==> src/rtl/evm_pkg.sv <==
// Shared types and constants for the ballot front-end: controller states,
// reject codes and the common ID bus width.
package evm_pkg;

   localparam int ID_W = 4;

   typedef enum logic [2:0] {
      IDLE,
      SELECT,
      CAST,
      HOLD,
      CLOSED
   } state_t;

   localparam logic [1:0] REJ_TIMEOUT     = 2'd0;
   localparam logic [1:0] REJ_BAD_VOTER   = 2'd1;
   localparam logic [1:0] REJ_DOUBLE_VOTE = 2'd2;
   localparam logic [1:0] REJ_BAD_CAND    = 2'd3;

endpackage

==> src/rtl/btn_sync_edge.sv <==
// Two-flop synchronizer for a raw button plus registered rising-edge detect.
// The one-cycle pulse appears three clocks after the button rises; a held button gives one pulse.
module btn_sync_edge (
   input  logic clk,
   input  logic rst_n,
   input  logic btn,
   output logic pulse
);

   logic [2:0] sync_reg;
   logic       pulse_reg;

   always_ff @(posedge clk or negedge rst_n) begin
      if (!rst_n) begin
         sync_reg  <= '0;
         pulse_reg <= 1'b0;
      end else begin
         sync_reg  <= {sync_reg[1:0], btn};
         pulse_reg <= sync_reg[1] & ~sync_reg[2];
      end
   end

   assign pulse = pulse_reg;

endmodule

==> src/rtl/ballot_controller.sv <==
// Voting front-end: conditions buttons, authenticates voters, blocks double votes,
// times out idle sessions and emits one vote_cast pulse per accepted ballot.
module ballot_controller
   import evm_pkg::*;
#(
   parameter int NUM_VOTERS     = 4,
   parameter int NUM_CANDIDATES = 3,
   parameter int ID_W           = evm_pkg::ID_W,
   parameter int TIMEOUT_CYC    = 1000,
   parameter int COOLDOWN_CYC   = 4
) (
   input  logic                            clk,
   input  logic                            rst_n,
   input  logic [ID_W-1:0]                 voter_id_in,
   input  logic [ID_W-1:0]                 candidate_in,
   input  logic                            id_load,
   input  logic                            vote_btn,
   input  logic                            close_poll,
   output logic [ID_W-1:0]                 voter_id,
   output logic [ID_W-1:0]                 candidate_number,
   output logic                            vote_cast,
   output logic                            busy,
   output logic                            reject,
   output logic [1:0]                      reject_code,
   output logic                            poll_closed,
   output logic [$clog2(NUM_VOTERS+1)-1:0] ballots
);

   localparam int BAL_W  = $clog2(NUM_VOTERS + 1);
   localparam int VIDX_W = (NUM_VOTERS > 1) ? $clog2(NUM_VOTERS) : 1;
   localparam int TMR_W  = $clog2(TIMEOUT_CYC + 1);
   localparam int HOLD_W = $clog2(COOLDOWN_CYC + 1);

   localparam logic [ID_W:0]   NV_LIM = (ID_W + 1)'(NUM_VOTERS);
   localparam logic [ID_W:0]   NC_LIM = (ID_W + 1)'(NUM_CANDIDATES);
   localparam logic [TMR_W-1:0]  T_LAST = TMR_W'(TIMEOUT_CYC - 1);
   localparam logic [HOLD_W-1:0] H_LAST = HOLD_W'(COOLDOWN_CYC - 1);

   // Button order on the edge bus: 0=id_load, 1=vote_btn, 2=close_poll
   logic [2:0] btn_raw;
   logic [2:0] btn_edge;

   assign btn_raw = {close_poll, vote_btn, id_load};

   generate
      for (genvar gi = 0; gi < 3; gi++) begin : g_btn
         btn_sync_edge u_btn (
            .clk   (clk),
            .rst_n (rst_n),
            .btn   (btn_raw[gi]),
            .pulse (btn_edge[gi])
         );
      end
   endgenerate

   logic id_edge, vote_edge, close_edge;
   assign id_edge    = btn_edge[0];
   assign vote_edge  = btn_edge[1];
   assign close_edge = btn_edge[2];

   state_t                  state_reg, state_next;
   logic [TMR_W-1:0]        timer_reg, timer_next;
   logic [HOLD_W-1:0]       hold_reg, hold_next;
   logic [NUM_VOTERS-1:0]   voted_reg, voted_next;
   logic [BAL_W-1:0]        ballots_reg, ballots_next;
   logic [ID_W-1:0]         voter_id_reg, voter_id_next;
   logic [ID_W-1:0]         cand_reg, cand_next;
   logic                    reject_reg, reject_next;
   logic [1:0]              code_reg, code_next;
   logic                    close_pend_reg, close_pend_next;

   logic id_ok, cand_ok;
   assign id_ok   = {1'b0, voter_id_in}  < NV_LIM;
   assign cand_ok = {1'b0, candidate_in} < NC_LIM;

   always_ff @(posedge clk or negedge rst_n) begin
      if (!rst_n) begin
         state_reg      <= IDLE;
         timer_reg      <= '0;
         hold_reg       <= '0;
         voted_reg      <= '0;
         ballots_reg    <= '0;
         voter_id_reg   <= '0;
         cand_reg       <= '0;
         reject_reg     <= 1'b0;
         code_reg       <= '0;
         close_pend_reg <= 1'b0;
      end else begin
         state_reg      <= state_next;
         timer_reg      <= timer_next;
         hold_reg       <= hold_next;
         voted_reg      <= voted_next;
         ballots_reg    <= ballots_next;
         voter_id_reg   <= voter_id_next;
         cand_reg       <= cand_next;
         reject_reg     <= reject_next;
         code_reg       <= code_next;
         close_pend_reg <= close_pend_next;
      end
   end

   always_comb begin
      state_next      = state_reg;
      timer_next      = timer_reg;
      hold_next       = hold_reg;
      voted_next      = voted_reg;
      ballots_next    = ballots_reg;
      voter_id_next   = voter_id_reg;
      cand_next       = cand_reg;
      reject_next     = 1'b0;
      code_next       = code_reg;
      close_pend_next = close_pend_reg;

      case (state_reg)
         IDLE: begin
            if (close_edge) begin
               state_next = CLOSED;
            end else if (id_edge) begin
               if (!id_ok) begin
                  reject_next = 1'b1;
                  code_next   = REJ_BAD_VOTER;
               end else if (voted_reg[voter_id_in[VIDX_W-1:0]]) begin
                  reject_next = 1'b1;
                  code_next   = REJ_DOUBLE_VOTE;
               end else begin
                  voter_id_next = voter_id_in;
                  timer_next    = '0;
                  state_next    = SELECT;
               end
            end
         end

         SELECT: begin
            // A valid vote on the last cycle still wins over the timeout
            if (close_edge) begin
               state_next = CLOSED;
            end else if (vote_edge && cand_ok) begin
               cand_next  = candidate_in;
               state_next = CAST;
            end else if (timer_reg == T_LAST) begin
               reject_next = 1'b1;
               code_next   = REJ_TIMEOUT;
               state_next  = IDLE;
            end else begin
               if (vote_edge) begin
                  reject_next = 1'b1;
                  code_next   = REJ_BAD_CAND;
               end
               timer_next = timer_reg + TMR_W'(1);
            end
         end

         CAST: begin
            voted_next[voter_id_reg[VIDX_W-1:0]] = 1'b1;
            ballots_next = ballots_reg + BAL_W'(1);
            hold_next    = '0;
            state_next   = HOLD;
            if (close_edge) close_pend_next = 1'b1;
         end

         HOLD: begin
            if (hold_reg == H_LAST) begin
               state_next = (close_pend_reg || close_edge) ? CLOSED : IDLE;
            end else begin
               hold_next = hold_reg + HOLD_W'(1);
               if (close_edge) close_pend_next = 1'b1;
            end
         end

         CLOSED: state_next = CLOSED;

         default: state_next = IDLE;
      endcase
   end

   assign voter_id         = voter_id_reg;
   assign candidate_number = cand_reg;
   assign vote_cast        = (state_reg == CAST);
   assign busy             = (state_reg == SELECT) || (state_reg == CAST) || (state_reg == HOLD);
   assign reject           = reject_reg;
   assign reject_code      = code_reg;
   assign poll_closed      = (state_reg == CLOSED);
   assign ballots          = ballots_reg;

endmodule

==> config.mk <==
export PLATFORM = sky130hd
export DESIGN_NAME = ballot_controller
export DESIGN_NICKNAME = d
export VERILOG_FILES = /design/src/rtl/evm_pkg.sv /design/src/rtl/btn_sync_edge.sv /design/src/rtl/ballot_controller.sv
export SDC_FILE = /design/constraint.sdc
export NUM_CORES = 1
export LEC_CHECK = 0
export BUFFER_PORTS_ARGS = -buffer_cell sky130_fd_sc_hd__buf_2
export CORE_UTILIZATION = 45
export CTS_CLUSTER_DIAMETER = 120
export DETAILED_ROUTE_END_ITERATION = 6
export GPL_TIMING_DRIVEN = 0
export PLACE_DENSITY = 0.65
export SYNTH_ARGS = -nofsm -noshare
export SYNTH_HDL_FRONTEND = slang
export SYNTH_SLANG_ARGS = --single-unit
==> constraint.sdc <==
create_clock -name clk -period 4.5 [get_ports clk]
set_clock_uncertainty 0.05 [all_clocks]
set_input_delay 0.9 -clock clk [delete_from_list [all_inputs] [get_ports clk]]
set_output_delay 0.9 -clock clk [all_outputs]
set_load 0.02 [all_outputs]
Word level (Yosys, flattened, before mapping) --
Cells that the tools add are included.
Operators by class: add/subtract/negate cells 3, multiply operators 0, div/mod/pow operators 0, $lt $le $gt $ge 5, eq/ne operators 21, shift-type cells 0, mux-type cells 45, bitwise gates (word level) 9, reductions and logical operators 14
Operators by type and width (count):
- $mux 10 | 7
- $mux 3 | 10
- $pmux 10 s2 | 1
- $mux 2 | 8
- $ne 2x2->1 const B | 8
- $pmux 3 s5 | 1
- $mux 1 | 12
- $add 10x1->10 const B | 1
- $eq 10x10->1 const B | 1
- $reduce_and 5->1 | 2
- $eq 3x2->1 const B | 3
- $ne 3x2->1 const B | 3
- $reduce_and 8->1 | 1
- $reduce_and 7->1 | 1
- $add 3x1->3 const B | 2
- $lt 2x3->1 const B | 2
- $pmux 3 s2 | 1
- $not 1->1 | 5
- $lt 4x2->1 const B | 1
- $lt 4x3->1 const B | 1
- $ne 4x3->1 const B | 1
- $or 4x4->4 | 1
- $pmux 1 s2 | 2
- $pmux 2 s2 | 1
- other kinds (15) | 21
Word-level totals: flip-flop bits (word level) 47, bits in latches 0, bits in writable memories 0, ROM bits 0, bits of input ports 13, output and inout bits 17, logic and storage cells 113, memories kept 0

Longest topological paths before layout --
depth in word-level cells 7, depth in mapped cells 6, depth with buffers taken out 6

Cells and area by module --
From an unflattened synthesis, not the netlist that was laid out.
Second synthesis, totals: cell total of the unflattened synthesis 170, area, all modules 2049.5 µm²
By module, submodules not included:
- ballot_controller | instances 1, cells an instance 155, area each 1707.9 µm², seq. area each 875.8 µm²
- btn_sync_edge | instances 3, cells an instance 5, area each 113.9 µm², seq. area each 100.1 µm²

Worst setup path before layout --
Ideal clock, no wire load.
kind input to register, start input voter_id_in[0], end register timer_reg[1], setup time 79 ps, arrival 2253 ps, required time 4371 ps, path slack 2117 ps, cell stages on the path 5, buffers on the path 0, cell sequence mux4_2 nor3_4 a21oi_1 nor3_4 mux2i_1
On the way: word-level cells in the longest chain between the ends 4, elaborated cells on any way between the ends 6, those cells by class 1 x order compare; 2 x eq/ne; 2 x mux; 1 x reduce/logical
RTL lines:
- start: declaration | line ballot_controller.sv:14 | input logic [ID_W-1:0] voter_id_in,
- branches (longest 3 deep; another with $lt 4x3->1)
- $reduce_and 8->1 (no source line) *
- end signal: assignment | line ballot_controller.sv:90 | timer_reg <= timer_next;
- end: declaration | line ballot_controller.sv:62 | logic [TMR_W-1:0] timer_reg, timer_next;
Mark *: on every way between the ends. The select of a mux whose other input is x is not followed. A chain may end at the register's enable or synchronous reset.

Worst setup path after layout --
start register state_reg[2], end output vote_cast
On the way: word-level cells in the longest chain between the ends 1
RTL lines:
- start: declaration | line ballot_controller.sv:61 | state_t state_reg, state_next;
- start signal: assignment | line ballot_controller.sv:89 | state_reg <= state_next;
- $eq 3x2->1 | line ballot_controller.sv:178 | assign vote_cast = (state_reg == CAST);
- end: declaration | line ballot_controller.sv:21 | output logic vote_cast,
Every way passes these cells.

==> metrics.txt <==
WS Path Type flop to output pin; Finish-stage setup viols 0; Max Cap Viol 0; Layout Cells excl Fill 263; synthesized area 0.00202 mm^2; Worst IR Drop VDD 0.000330 V; RSZ-0062 raised after global routing false; Syn Inst Count 174; initial antenna violation count 0; outcome finished clean; commonest cells in the netlist dfrtp_1, nand2_1, a21oi_1, inv_1, nor2_1; CTS tree done; grt ovf 0; Post-CTS Setup Inserts 0; power density over the cells around 500 mW/mm^2; CTS Root Cell clkbuf_8; Sw Pwr 389 uW; Worst Path Required 3550 ps; EDFF count, synth 0; row cnt 24; CTS Sinks 47; FF-to-FF Start timer_reg[0]; crit path from state_reg[2]; Mapped Nets 191; drt wl/cell ~14 um; post-synth top area cell dfrtp_1; HPWL Detailed 2570 um; first-pass GRT wire length between 6000 and 7000 um; Placer Congestion 0.784; Seq/Total Area, Yosys 58.1%; clock power share 25.9%; layout cells sized above 1 about a quarter; final WL 3600 um; Sw Share between 30% and 40%; starting density of the core 46.8%; max FFs per register 10; worst-margin pin slew 995 ps; Die ar. between 0.004 and 0.005 mm^2; diode count 0; DR vias/cell 5.41; multi-input logic area 791 um^2; TritonCTS Buffers 5; first drt pass iteration count 4; Yosys top cell area share 58.1%; Synth Flop Type dfrtp_1; total negative setup slack 0 ps; Port Buf Inserts 29; DRC 0; Slew Viols, Final 0; Die Span Y just under 70 um; Avg Cell Area, Syn ~12 um^2; Final ANT Viol Nets 0; crit path launch type flop; I/O Pins 30; initial DRC count 73; LEAKAGE about 0.0011 uW; critical path fanouts, max 7; Synth async-reset ratio 100%; Rel. slew slack 33.7%; Die W around 70 um; largest net degree at the start of global routing 48; Max H-tree Level 2; CP endpoint kind output pin; count leader, synth dfrtp_1; Inst Count DP 255; crit path time final 2440 ps; # fillers just under 400; arrival time at the worst endpoint 1490 ps; Gate power share 27.1%; clk_lat worst skew 300 ps; post-synth cell types 41; ranking of synthesized cells by area dfrtp_1, nand2_1, mux2_2; Synth warnings 0; nets 227; clock buffer depth 2; Hold WC Path Type flop to flop; number of hold buffers added after CTS 0; GRT Resource Usage Total 16.3%; Via Count roughly 1,400; final worst-path cycle share 54.3%; hold path start g_btn[2].u_btn.sync_reg[0]; Fin. Hold Viols 0; post-CTS resize count 0; fmax 410 MHz; Seq pwr share 47.0%; Int Pwr 794 uW; core area ~0.0043 mm^2; flops & latches, synth 47; area taken by flip-flops and latches 0.00118 mm^2; vias in the first global route 1,361; Clock transition at path regs approximately 90 ps; Area growth syn-to-layout 15.9%
==> power by group through the flow <==
stage               clock, uW  combinational, uW  sequential (uW)
floorplan                   0                202              583
global placement            0                311              557
detailed placement          0                323              564
CTS                       316                325              555
global route              330                354              566
finish                    306                321              556
==> layout by cell type (no fill, tap or decap), types with 3 or more instances in the layout <==
cell and n:
ha_1 4, mux2_2 6, dfrtp_1 47, inv_1 10, nand3_1 3, clkbuf_8 5, o22ai_1 3, a21oi_1 12
nor3_1 4, and2_1 5, nor2b_1 5, mux2i_1 3, a31oi_1 5, nor2_1 9, buf_2 30, o21ai_0 6
nand2_1 18
==> critical path, cell delays in order (launching register included) <==
cell and delay [ps]:
dfrtp_1 460, nor2_1 150, nand2_1 200, inv_1 190, buf_2 190
==> per-stage QoR <==
stage	worst slack, ps	hold WS, ps	area (um^2)	power, uW	util (%)
final	2060	302	2350	1180	54.3
after global routing	1940	314	2350	1250	54.3
after detailed placement	1850	285	2230	887	51.7
after CTS	2030	305	2350	1200	54.3
after floorplan	2120	281	2020	785	-
after global placement	1850	285	2230	868	51.7
==> kinds of logic (layout without fill, tap and decap cells) <==
family / count (synthesis) / in the layout / share of synthesized area, %
xor+xnor: 2 / 2 / 0.865
flops: 47 / 47 / 58.1
simple gates: 59 / 59 / 16.8
compound gates: 39 / 39 / 13.0
mux: 10 / 10 / 5.93
fa+ha+maj: 4 / 4 / 2.47
buf+inv: 13 / 50 / 2.84
==> final cells by class <==
class	count	area share, %
Tap cell	52	2.77
Inverter	10	1.60
Clock inverter	3	1.87
Multi-Input combinational cell	114	33.7
Sequential cell	47	50.1
Buffer	3	0.853
Timing Repair Buffer	29	6.18
Clock buffer	5	2.93
==> routing by layer <==
layer  GRT usage (%)  up-vias  part of all wire (%)
met3            5.41        5                   4.8
met1            20.3      703                    46
met4            4.76        0                   1.3
met5               0        -                     0
li1                -      681                     -
met2            27.0       34                    48
==> worst paths after layout <==
check | endpoint | slack, ps | cells past startpoint
worst max-delay path | vote_cast | 2060 | 4
worst min-delay path | g_btn[2].u_btn.sync_reg[1] | 300 | 0
worst max register to register | reject_code[1] | 2330 | 6
worst min register to register | g_btn[2].u_btn.sync_reg[1] | 300 | 0
max in group asynchronous | reject_code[1] | 3070 | 1
min in group asynchronous | timer_reg[9] | 710 | 1
No activity file was read; power rests on OpenSTA's default activity.
